## config.mk

```make
export PLATFORM = sky130hd
export DESIGN_NAME = uart_tx_frame_gen
export DESIGN_NICKNAME = d
export VERILOG_FILES = /design/src/rtl/uart_pkg.sv /design/src/rtl/uart_tx_hold_reg.sv /design/src/rtl/uart_tx_frame_gen.sv
export SDC_FILE = /design/constraint.sdc
export NUM_CORES = 1
export LEC_CHECK = 0
export CAP_MARGIN = 0
export CELL_PAD_IN_SITES_DETAIL_PLACEMENT = 2
export CELL_PAD_IN_SITES_GLOBAL_PLACEMENT = 2
export CORE_AREA = 2 2 82 84
export CTS_BUF_LIST = sky130_fd_sc_hd__clkbuf_16
export CTS_CLUSTER_DIAMETER = 150
export DETAILED_ROUTE_END_ITERATION = 6
export DIE_AREA = 0 0 84 86
export GPL_ROUTABILITY_DRIVEN = 0
export PLACE_DENSITY = 0.75
export SETUP_SLACK_MARGIN = 0.1
export SLEW_MARGIN = 10
export SYNTH_ARGS = -nofsm -noshare
export SYNTH_HDL_FRONTEND = slang
export SYNTH_SLANG_ARGS = --single-unit
```

## constraint.sdc

```tcl
create_clock -name clk -period 3.2 [get_ports clk]
set_input_delay 0.96 -clock clk [delete_from_list [all_inputs] [get_ports clk]]
set_output_delay 0.96 -clock clk [all_outputs]
set_load 0.1 [all_outputs]
```

## src/rtl/uart_pkg.sv

```systemverilog
// rtl/uart_pkg.sv - shared encodings and constants for the UART transmit path
package uart_pkg;

    localparam int MIN_CHAR_LEN = 5;

    localparam logic [2:0] PAR_NONE  = 3'd0;
    localparam logic [2:0] PAR_EVEN  = 3'd1;
    localparam logic [2:0] PAR_ODD   = 3'd2;
    localparam logic [2:0] PAR_MARK  = 3'd3;
    localparam logic [2:0] PAR_SPACE = 3'd4;

    typedef enum logic [2:0] {
        ST_IDLE,
        ST_START,
        ST_DATA,
        ST_PARITY,
        ST_STOP1,
        ST_STOP2,
        ST_BREAK
    } tx_state_t;

    // Encodings 5-7 behave as "no parity".
    function automatic logic parity_enabled(input logic [2:0] mode);
        return (mode == PAR_EVEN) || (mode == PAR_ODD) ||
               (mode == PAR_MARK) || (mode == PAR_SPACE);
    endfunction

endpackage

```

## src/rtl/uart_tx_hold_reg.sv

```systemverilog
// rtl/uart_tx_hold_reg.sv - one-entry valid/ready holding register with consume
module uart_tx_hold_reg #(
    parameter int W = 9
) (
    input  logic         clk,
    input  logic         reset,
    input  logic [W-1:0] data,
    input  logic         valid,
    output logic         ready,
    input  logic         consume,
    output logic [W-1:0] q,
    output logic         full
);

    assign ready = !full;

    // Accept needs an empty entry and consume needs a full one, so they never collide.
    always_ff @(posedge clk) begin
        if (reset) begin
            full <= 1'b0;
            q    <= '0;
        end else if (valid && ready) begin
            full <= 1'b1;
            q    <= data;
        end else if (consume) begin
            full <= 1'b0;
        end
    end

endmodule

```

## src/rtl/uart_tx_frame_gen.sv

```systemverilog
// rtl/uart_tx_frame_gen.sv - UART transmit framer with runtime length, parity, stop bits and break
module uart_tx_frame_gen
    import uart_pkg::*;
#(
    parameter int   DATA_W       = 9,
    parameter int   LEN_W        = 4,
    parameter logic RST_TX_LEVEL = 1'b1
) (
    input  logic              clk,
    input  logic              reset,
    input  logic              baud_tick,
    input  logic [DATA_W-1:0] s_data,
    input  logic              s_valid,
    output logic              s_ready,
    input  logic [LEN_W-1:0]  char_len,
    input  logic [2:0]        parity_mode,
    input  logic              two_stop,
    input  logic              send_break,
    output logic              tx,
    output logic              tx_busy,
    output logic              frame_done
);

    logic              hold_full;
    logic              load;
    logic [DATA_W-1:0] hold_q;

    tx_state_t         state, state_next;
    logic [DATA_W-1:0] shifter, shift_next;
    logic [LEN_W-1:0]  idx, idx_next;
    logic [LEN_W-1:0]  len_q, len_eff;
    logic [2:0]        par_q;
    logic              two_stop_q;
    logic              acc, acc_next;
    logic              finish;
    logic              tx_d;

    uart_tx_hold_reg #(.W(DATA_W)) u_hold (
        .clk     (clk),
        .reset   (reset),
        .data    (s_data),
        .valid   (s_valid),
        .ready   (s_ready),
        .consume (load),
        .q       (hold_q),
        .full    (hold_full)
    );

    assign len_eff = (char_len < LEN_W'(MIN_CHAR_LEN) || char_len > LEN_W'(DATA_W))
                   ? LEN_W'(DATA_W) : char_len;

    always_ff @(posedge clk) begin
        if (reset) begin
            state      <= ST_IDLE;
            shifter    <= '0;
            idx        <= '0;
            len_q      <= LEN_W'(DATA_W);
            par_q      <= PAR_NONE;
            two_stop_q <= 1'b0;
            acc        <= 1'b0;
            tx         <= RST_TX_LEVEL;
            frame_done <= 1'b0;
        end else begin
            state      <= state_next;
            shifter    <= shift_next;
            idx        <= idx_next;
            acc        <= acc_next;
            tx         <= tx_d;
            frame_done <= finish;
            if (load) begin
                len_q      <= len_eff;
                par_q      <= parity_mode;
                two_stop_q <= two_stop;
            end
        end
    end

    always_comb begin
        state_next = state;
        load       = 1'b0;
        finish     = 1'b0;
        if (baud_tick) begin
            case (state)
                ST_IDLE: begin
                    if (send_break) begin
                        state_next = ST_BREAK;
                    end else if (hold_full) begin
                        state_next = ST_START;
                        load       = 1'b1;
                    end
                end
                ST_START:  state_next = ST_DATA;
                ST_DATA: begin
                    if (idx == len_q - LEN_W'(1))
                        state_next = parity_enabled(par_q) ? ST_PARITY : ST_STOP1;
                end
                ST_PARITY: state_next = ST_STOP1;
                ST_STOP1: begin
                    if (two_stop_q) state_next = ST_STOP2;
                    else            finish     = 1'b1;
                end
                ST_STOP2:  finish = 1'b1;
                ST_BREAK: begin
                    if (!send_break) state_next = ST_IDLE;
                end
                default:   state_next = ST_IDLE;
            endcase
        end
        // A queued character chains straight into START so back-to-back frames have no idle bit.
        if (finish) begin
            if (hold_full && !send_break) begin
                state_next = ST_START;
                load       = 1'b1;
            end else begin
                state_next = ST_IDLE;
            end
        end

        if (load)                                shift_next = hold_q;
        else if (baud_tick && state == ST_DATA)  shift_next = shifter >> 1;
        else                                     shift_next = shifter;

        if (load)                                acc_next = 1'b0;
        else if (baud_tick && state == ST_DATA)  acc_next = acc ^ shifter[0];
        else                                     acc_next = acc;

        if (state_next != ST_DATA)               idx_next = '0;
        else if (baud_tick && state == ST_DATA)  idx_next = idx + LEN_W'(1);
        else                                     idx_next = idx;
    end

    // tx is computed from the post-edge state so the line register follows the tick by one clk.
    always_comb begin
        tx_busy = (state != ST_IDLE);
        tx_d    = 1'b1;
        case (state_next)
            ST_START:  tx_d = 1'b0;
            ST_DATA:   tx_d = shift_next[0];
            ST_PARITY: begin
                case (par_q)
                    PAR_EVEN: tx_d = acc_next;
                    PAR_ODD:  tx_d = !acc_next;
                    PAR_MARK: tx_d = 1'b1;
                    default:  tx_d = 1'b0;
                endcase
            end
            ST_BREAK:  tx_d = 1'b0;
            default:   tx_d = 1'b1;
        endcase
    end

endmodule

```

==> Yosys cells after proc, flatten, opt, wreduce, memory -nomap -nowiden <==
Cells that the tools add are included.
{ "word_totals": {"reg_bits": 37, "out_inout_bits": 4} }
{ "classes": {"add_sub_neg": 2, "n_lt_le_gt_ge": 2, "n_eq_ne": 16, "n_mux": 28, "bitwise_logic": 1, "n_reduce_logical": 16} }
{ "op_table": {"columns": ["operator", "n"], "rows": [
  ["2-to-1 mux 3 bit", 8],
  ["case mux 3 bit (7 select lines)", 1],
  ["equality test 3 x 2 -> 1 bit (second input constant)", 6],
  ["2-to-1 mux 9 bit", 2],
  ["equality test 3 bit (second input constant)", 5],
  ["2-to-1 mux 1 bit", 13],
  ["equality test 3 x 1 -> 1 bit (second input constant)", 3],
  ["case mux 1 bit (3 select lines)", 2],
  ["adder 4 x 1 -> 4 bit (second input constant)", 1],
  ["equality test 4 bit", 1],
  ["> comparator 4 bit (second input constant)", 1],
  ["logical OR 1 bit", 4],
  ["< comparator 4 x 3 -> 1 bit (second input constant)", 1],
  ["2-to-1 mux 4 bit", 1],
  ["nonzero test 2 bit", 2],
  ["OR reduction 2 bit", 2],
  ["subtractor 4 x 1 -> 4 bit (second input constant)", 1],
  ["logical AND 1 bit", 3],
  ["zero test 1 bit", 3],
  ["zero test 3 bit", 1],
  ["inequality test 3 x 2 -> 1 bit (second input constant)", 1],
  ["nonzero test 3 bit", 1],
  ["case mux 1 bit (2 select lines)", 1],
  ["XOR 1 bit", 1]
]} }

==> Logic depth before layout (Yosys ltp) <==
Gate-level depths: netlist of the first run.
{ "logic_depth": {"depth_word": 12, "ltp_mapped": 8, "depth_no_buf": 8} }

==> By module <==
A second synthesis of the first run with hierarchy kept.
{ "hier_totals": {"hier_cells": 224, "area_unflattened_um2": 1914.3} }
{ "by_module_without_submodules": {"columns": ["module", "n_inst", "cells_per_inst", "area_each_um2", "seq_area_each_um2"], "rows": [
  ["uart_tx_frame_gen", 1, 180, 1458.9, 540.5],
  ["uart_tx_hold_reg", 1, 44, 455.4, 200.2]
]} }

==> Least setup slack after synthesis of the first run <==
No wires, ideal clock.
{ "synth_path": {"path_kind": "input to register", "start": "in baud_tick", "end": "reg idx[1]", "setup_ps": 66, "t_arrival_ps": 2359, "slack_ps": 775, "path_stages": 7, "n_path_buf": 1, "cell_sequence": "buf_2 -> nand2_1 -> o21ai_0 -> a221o_1 -> a31oi_1 -> or4b_4 -> a21oi_2"} }
{ "synth_between": {"elab_chain_cells": 4, "word_cells_on_any_way": 6, "cone_classes": "1 x eq/ne; 3 x mux; 2 x reduce/logical"} }
{ "synth_lines": {"columns": ["item", "line_no", "text"], "rows": [
  ["start: declaration", "uart_tx_frame_gen.sv:11", "input logic baud_tick,"],
  ["2-to-1 mux 3 bit or 2-to-1 mux 1 bit (tied branches)", "uart_tx_frame_gen.sv:82", "if (baud_tick) begin"],
  ["2-to-1 mux 3 bit", "uart_tx_frame_gen.sv:110", "if (finish) begin"],
  ["inequality test 3 x 2 -> 1 bit", "uart_tx_frame_gen.sv:127", "if (state_next != ST_DATA) idx_next = '0;"],
  ["OR reduction 2 bit (no line)", null, null],
  ["end signal: assignment", "uart_tx_frame_gen.sv:66", "idx <= idx_next;"],
  ["end: declaration", "uart_tx_frame_gen.sv:30", "logic [LEN_W-1:0] idx, idx_next;"]
]} }
Parallel ways exist; a longest one is shown, timed or not.
A chain may end at the register's enable or synchronous reset.

==> Worst setup path after layout of the first run <==
{ "layout_path": {"start": "in send_break", "end": "reg idx[3]"} }
{ "layout_between": {"elab_chain_cells": 6, "word_cells_on_any_way": 10, "cone_classes": "1 x eq/ne; 6 x mux; 3 x reduce/logical"} }
{ "layout_lines": {"columns": ["item", "line_no", "text"], "rows": [
  ["start: declaration", "uart_tx_frame_gen.sv:18", "input logic send_break,"],
  ["2-to-1 mux 3 bit (tied with other cells)", "uart_tx_frame_gen.sv:104", "if (!send_break) state_next = ST_IDLE;"],
  ["case mux 3 bit (7 select lines) or logical AND 1 bit (tied branches)", "uart_tx_frame_gen.sv:83, uart_tx_frame_gen.sv:111", null],
  ["2-to-1 mux 3 bit or 2-to-1 mux 1 bit (tied branches)", "uart_tx_frame_gen.sv:82, uart_tx_frame_gen.sv:111", null],
  ["2-to-1 mux 3 bit (*)", "uart_tx_frame_gen.sv:110", null],
  ["inequality test 3 x 2 -> 1 bit (*)", "uart_tx_frame_gen.sv:127", null],
  ["OR reduction 2 bit (no line) (*)", null, null]
]} }
Every way passes the cells marked *; elsewhere a longest branch is shown, timed or not.

==> results of run 1 <==
==> cell families (layout without fill, tap and decap cells) <==
logic type	count (synthesis)	after routing	share of synthesized area
adder cells (fa/ha/maj)	2	2	0.0137
AO/OA/AOI/OAI	52	52	0.204
flip-flops	37	37	0.406
buffers and inverters	19	47	0.0562
XOR/XNOR	9	9	0.0432
AND/OR/NAND/NOR	104	104	0.271
multiplexers	1	1	0.00548
==> flip-flops by register name, summed over array words and instances (netlist names) <==
name         count
acc              1
frame_done       1
idx              4
len_q            4
par_q            3
shifter          9
state            3
two_stop_q       1
tx               1
u_hold.full      1
u_hold.q         9
==> routing by layer <==
| layer | GRT usage | routed length [µm] |
|---|---|---|
| met4 | 0.0308 | 40 |
| met2 | 0.251 | 2390 |
| met3 | 0.0260 | 116 |
| met1 | 0.194 | 2470 |
| met5 | 0 | 0 |
==> tightest hold or removal path, stage by stage, from the launching register on <==
cell and delay, ns:
dfxtp_1 0.31, nand2_1 0.05, a21oi_1 0.05
==> synth_stat cells, types with 2 or more instances <==
master,number
nor4b_1,2
nor2_1,19
clkbuf_1,7
nand2_1,56
xor2_1,4
nand3b_1,2
o211a_1,2
o21ai_0,7
xnor2_1,5
or3_1,2
inv_1,5
nand2b_1,2
a31oi_1,3
nand3_1,2
a21oi_1,16
buf_6,2
a21boi_0,2
ha_1,2
buf_2,2
nor3_1,3
and2_1,2
nor3b_1,2
dfxtp_1,37
a311oi_1,7
nor2b_1,3
==> cells in the final DEF (no fill, tap or decap), drive strengths merged, types with 3 or more instances in the layout <==
master         netlist  routed
nor2b                4       4
a21oi               17      17
buf                  6      13
o21ai                8       8
xnor2                5       5
clkbuf               8       5
xor2                 4       4
dfxtp               37      37
a311oi               7       7
nor2                20      20
clkdlybuf4s50        0      21
inv                  5       5
clkinv               0       3
nand2               56      56
a31oi                3       3
nor3                 3       3
or3                  3       3
==> power breakdown <==
group,switching (W),leakage (nW),internal [W]
combinational,0.000104,0.471,0.0000740
clock,0.000184,0.0687,0.000281
sequential,0.0000223,0.301,0.000481
==> metrics by stage <==
step	worst slack (ns)	total power [W]	std cells
6_report	0.422	0.00115	329
5_1_grt	0.254	0.00120	329
4_1_cts	0.427	0.00116	329
3_5_place_dp	0.158	0.000691	321
3_3_place_gp	0.220	0.000688	321
2_1_floorplan	0.775	0.000627	224
==> worst min-delay path by stage <==
stage,from,end,cells past startpoint
after floorplan,u_hold.q[8],shifter[8],2
after global placement,u_hold.q[2],u_hold.q[2],2
after detailed placement,u_hold.q[4],u_hold.q[4],2
after CTS,u_hold.q[4],u_hold.q[4],2
after global routing,u_hold.q[4],u_hold.q[4],2
final,u_hold.q[4],u_hold.q[4],2
==> layout make-up <==
type / count / area, µm²
fill: 729 / 3990
multi-input combinational: 168 / 982
sequential: 37 / 741
timing repair buffer: 34 / 308
clock buffer: 5 / 125
tap: 77 / 96.3
inverter: 5 / 18.8
clock inverter: 3 / 12.5
==> summary.md, run 1 <==
| Metric | Value |
|---|---|
| N_diodes | 0 |
| Fin crit share | 0.868 |
| WL/cell | 15.2 µm |
| Setup violators final | 0 |
| YS warnings | 0 |
| Max stage delay on crit path | 0.56 ns |
| Startpoint type of the worst setup path | input port |
| Hold buffers post-CTS | 0 |
| Netlist cell types | 53 |
| Worst path top cell family by delay | simple AND/OR/NAND/NOR gates |
| Crit Path Class | input port to flip-flop |
| Slew headroom | 0.595 |
| CTS buffer count | 5 |
| Post-DP HPWL | 3580 µm |
| CTS-repair resized insts | 0 |
| Antenna violations before repair | 0 |
| Syn avg cell area | 8.15 µm² |
| Instance count on the critical path | 7 |
| Vias | 1,647 |
| Syn nets | 248 |
| Synth top area cells | dfxtp_1 (41%), nand2_1 (12%), a21oi_1 (4.4%) |
| # clock sinks | 37 |
| ANT nets after route | 0 |
| Pin count of the biggest net entering global routing | 21 |
| Post-Layout Inst Area | 2280 µm² |
| Most frequently used flop master after synthesis | dfxtp_1 |
| PortBufs | 25 |
| DP Area | 2150 µm² |
| Final Slew Violations | 0 |
| TritonCTS clock tree | done |
| CP max-delay cell | or4b_4 |
| Synth top area share | 0.406 |
| DR vias/cell | 5.01 |
| Final setup skew | 0.00322 ns |
| Starting Density | 0.291 |
| EDFF count, synth | 0 |
| # IOs | 26 |
| Worst Hold Class | flip-flop to flip-flop |
| Worst EP arrival | 2.99 ns |
| Post-CTS Setup Bufs | 0 |
| Core outline area | 6280 µm² |
| Fmax | 360 MHz |
| Final Hold Viols | 0 |
| Area leader, netlist | dfxtp_1 |
| DRC Markers | 0 |
| Critical R2R Capture | tx |
| Area of the mapped netlist | 1830 µm² |
| Static leakage | 0.841 nW |
| Crit path to | idx[3] |
| Sequential area share after synthesis | 0.406 |
| Max Cap Viol | 0 |
| Nets@finish | 275 |
| CP Launch Point | send_break |
| Initial DRC count | 29 |
| Vias in the first global route | 1,703 |
| Share of layout cells above drive strength 1 | 0.115 |
| GRT Total Usage | 0.146 |
| TNS Setup | 0 ns |
| Crit-path cells | clkdlybuf4s50_1 > nand2b_1 > nor4b_1 > o21ai_0 > o221a_2 > or4b_4 > nor2_1 |
| Yosys reg bits | 37 |
| Worst skew pair latency | 0.28 ns |
| Die Span Y | 86 µm |
| H-tree Lvls | 2 |
| Overflow after GRT | 0 |
| Drt total wl | 5010 µm |
| Minimum hold slack | 0.461 ns |
| First-pass GRT wire length | 8530 µm |
| Final Util | 0.364 |
| Rows | 29 |
| Pre-antenna DRT Iters | 3 |
| Critical Path End Type | flip-flop |
| Worst r2r src | state[0] |
| Asr flop ratio synth | 0 |
| Root Buffer | clkbuf_16 |
| Max FO, Critical Path | 5 |
| Final worst path period need | 2.78 ns |
| Power Density | 502 nW/µm² |
| Status | finished, final reports clean |
| Area growth, synth to finish | 25.1% |
| RSZ-0062 raised after global routing | no |
| VDD IR-drop max | 0.228 mV |
| CTS max path bufs | 2 |
| R2R setup slack | 0.94 ns |
| Mapped Cells | 224 |
| Worst Path Required | 3.41 ns |
| Die ar. | 7220 µm² |
| Die X | 84 µm |
| Buffer and inverter count on the worst path | 1 |
| R2r worst-path depth | 6 |
| Worst Tran Pin Value | 0.606 ns |
| Clock transition at path regs | 0.05 ns |
No activity file was read; power rests on OpenSTA's default activity.
==> run 2, diff against run 1 <==
CORE_AREA = 4 4 84 86   (was 2 2 82 84)
DIE_AREA = 0 0 88 90   (was 0 0 84 86)
GPL_TIMING_DRIVEN = 0   (was not set)
SLEW_MARGIN = 20   (was 10)
==> run 2 against run 1 <==
Combinational power increased by 8%. Setup slack worse by 0.15 ns. Sequential share of layout area is 1.0 points lower. Sequential cell count is the same. Register-to-register slack improved by 0.07 ns. First-iteration DRC count increased by 93%. Global-route usage decreased by 0.38 points. Die area is 9.6% higher. Worst hold slack worse by 0.0044 ns. Critical path depth is 1 higher. Routed wire length up 5.2%. Final area increased by 3.3%. Critical path type unchanged.
==> summary.md, run 2 (synthesis results as in run 1) <==
| Metric | Value |
|---|---|
| Status | finished, final reports clean |
| First-pass GRT wire length | 8990 µm (+5.4%) |
| TritonCTS clock tree | done |
| Setup violators final | 0 (unchanged) |
| H-tree Lvls | 2 (unchanged) |
| Fill cells | 735 (+0.82%) |
| ANT nets after route | 0 (unchanged) |
| Worst Tran Pin Value | 0.969 ns (+0.363 ns) |
| Root Buffer | clkbuf_16 |
| CTS-repair resized insts | 2 (+2) |
| N_diodes | 0 (unchanged) |
| Clock transition at path regs | 0.06 ns (about the same) |
| CTS max path bufs | 2 (unchanged) |
| Vias | 1,727 (+4.9%) |
| Vias in the first global route | 1,789 (+5.0%) |
| RSZ-0062 raised after global routing | no |
| Die X | 88 µm (+4.8%) |
| Critical R2R Capture | idx[2] |
| GRT Total Usage | 0.142 (-0.00378) |
| CTS buffer count | 5 (unchanged) |
| Biggest regs | shifter x9, u_hold.q x9 |
| DRC Markers | 0 (unchanged) |
| Max FO, Critical Path | 9 (+4) |
| Critical Path End Type | flip-flop |
| Overflow after GRT | 0 (unchanged) |
| # clock sinks | 37 (unchanged) |
| Starting Density | 0.291 (unchanged) |
| WL/cell | 15.8 µm (+3.6%) |
| Hold buffers post-CTS | 0 (unchanged) |
| Commonest non-fill, non-tap cell in the layout | nand2_1 |
| DP Area | 2170 µm² (+1.2%) |
| VDD IR-drop max | 0.248 mV (+8.8%) |
| R2r worst-path depth | 8 (+2) |
| Worst EP arrival | 3.07 ns (+0.08 ns) |
| Core outline area | 6280 µm² (unchanged) |
| Die Span Y | 90 µm (+4.7%) |
| Worst Hold Class | flip-flop to flip-flop |
| Die ar. | 7920 µm² (+9.6%) |
| # IOs | 26 (unchanged) |
| Slew headroom | 0.352 (-0.243) |
| Max Cap Viol | 0 (unchanged) |
| Post-CTS Setup Bufs | 0 (unchanged) |
| Area growth, synth to finish | 29.2% |
| DR vias/cell | 5.17 (+3.3%) |
| Drt total wl | 5270 µm (+5.2%) |
| Pin count of the biggest net entering global routing | 14 (-33%) |
| Final Hold Viols | 0 (unchanged) |
| WHS Endpoint | shifter[8] |
| Final worst path period need | 2.93 ns (+0.147 ns) |
| Antenna violations before repair | 0 (unchanged) |
| Nets@finish | 280 (+1.8%) |
| Final Util | 0.376 (+0.0120) |
| Power Density | 532 nW/µm² (+5.9%) |
| Dpl cells | 326 (+1.6%) |
| Most frequent cells in the layout | nand2_1 (56), dfxtp_1 (37), clkdlybuf4s50_1 (24), nor2_1 (19), a21oi_1 (16) |
| Fmax | 342 MHz (-5.0%) |
| Post-Layout Inst Area | 2360 µm² (+3.3%) |
| Startpoint type of the worst setup path | input port |
| Pre-antenna DRT Iters | 3 (unchanged) |
| Worst Path Required | 3.35 ns (-0.06 ns) |
| Rows | 29 (unchanged) |
| Static leakage | 0.853 nW (+1.5%) |
| Worst hold path stage count | 2 (unchanged) |
| Final Slew Violations | 0 (unchanged) |
| Share of layout cells above drive strength 1 | 0.0973 (-0.0178) |
| Initial DRC count | 56 (+93%) |
| Worst skew pair latency | 0.28 ns (about the same) |
| R2R setup slack | 1.01 ns (+0.07 ns) |
| Worst r2r src | len_q[0] |
| Final setup skew | 0.00516 ns (+0.00194 ns) |
| Final non-filler cell total | 334 (+1.5%) |
| Crit Path Class | input port to flip-flop |
| Minimum hold slack | 0.457 ns (-0.00442 ns) |
| Hold Startpoint | u_hold.q[8] |
| Post-DP HPWL | 3880 µm (+8.3%) |
| Fin crit share | 0.914 (+0.0460) |
| PortBufs | 25 (unchanged) |
==> run 2: changes by cell type in the layout (fill, tap and decap cells not counted), moves of 2 or more <==
cell and delta:
clkbuf_1 +7, buf_4 -12, buf_6 +2, clkdlybuf4s50_1 +3, clkinv_1 -2, buf_2 +2
==> run 2: worst max path at each step <==
stage,startpoint,end,cells after the start
after global placement,send_break,len_q[3],6
after global routing,send_break,tx,8
after detailed placement,send_break,len_q[3],6
after floorplan,baud_tick,idx[1],7
final,send_break,tx,8
after CTS,send_break,tx,8
==> run 2: routing by layer <==
metal / GRT usage / vias up / share of wire
li1: - / 845 / -
met1: 0.182 / 846 / 0.45
met2: 0.237 / 26 / 0.50
met3: 0.0347 / 10 / 0.034
met4: 0.0371 / 0 / 0.016
met5: 0 / - / 0
==> run 2: layout make-up <==
class	count	area, µm²	share of cell area
Timing Repair Buffer	25	249	0.106
Multi-Input combinational cell	168	998	0.423
Buffer	14	83.8	0.0355
Tap cell	77	96.3	0.0408
Clock inverter	3	46.3	0.0196
Clock buffer	5	125	0.0531
Inverter	5	18.8	0.00796
Sequential cell	37	741	0.314
==> run 2: worst max-delay path, cell delays in order <==
cell and delay (ns):
clkdlybuf4s50_1 0.54, nand2b_2 0.31, a2111o_1 0.40, buf_6 0.16, nor2_1 0.12, a31oi_1 0.08, a2111oi_1 0.44, a31oi_1 0.07
==> run 2: report_power, final <==
group          leakage, nW  internal [W]  switching [W]
registers            0.301      0.000480      0.0000135
clock network       0.0800      0.000369       0.000199
logic                0.472     0.0000762       0.000117
total                0.853      0.000925       0.000329
==> run 2: through the flow <==
step                worst slack [ns]  TNS [ns]  power (W)
floorplan                      0.775         0   0.000627
global placement              -0.184    -0.294   0.000692
detailed placement            -0.204    -0.372   0.000697
CTS                            0.181         0    0.00127
global route                   0.136         0    0.00132
finish                         0.274         0    0.00125
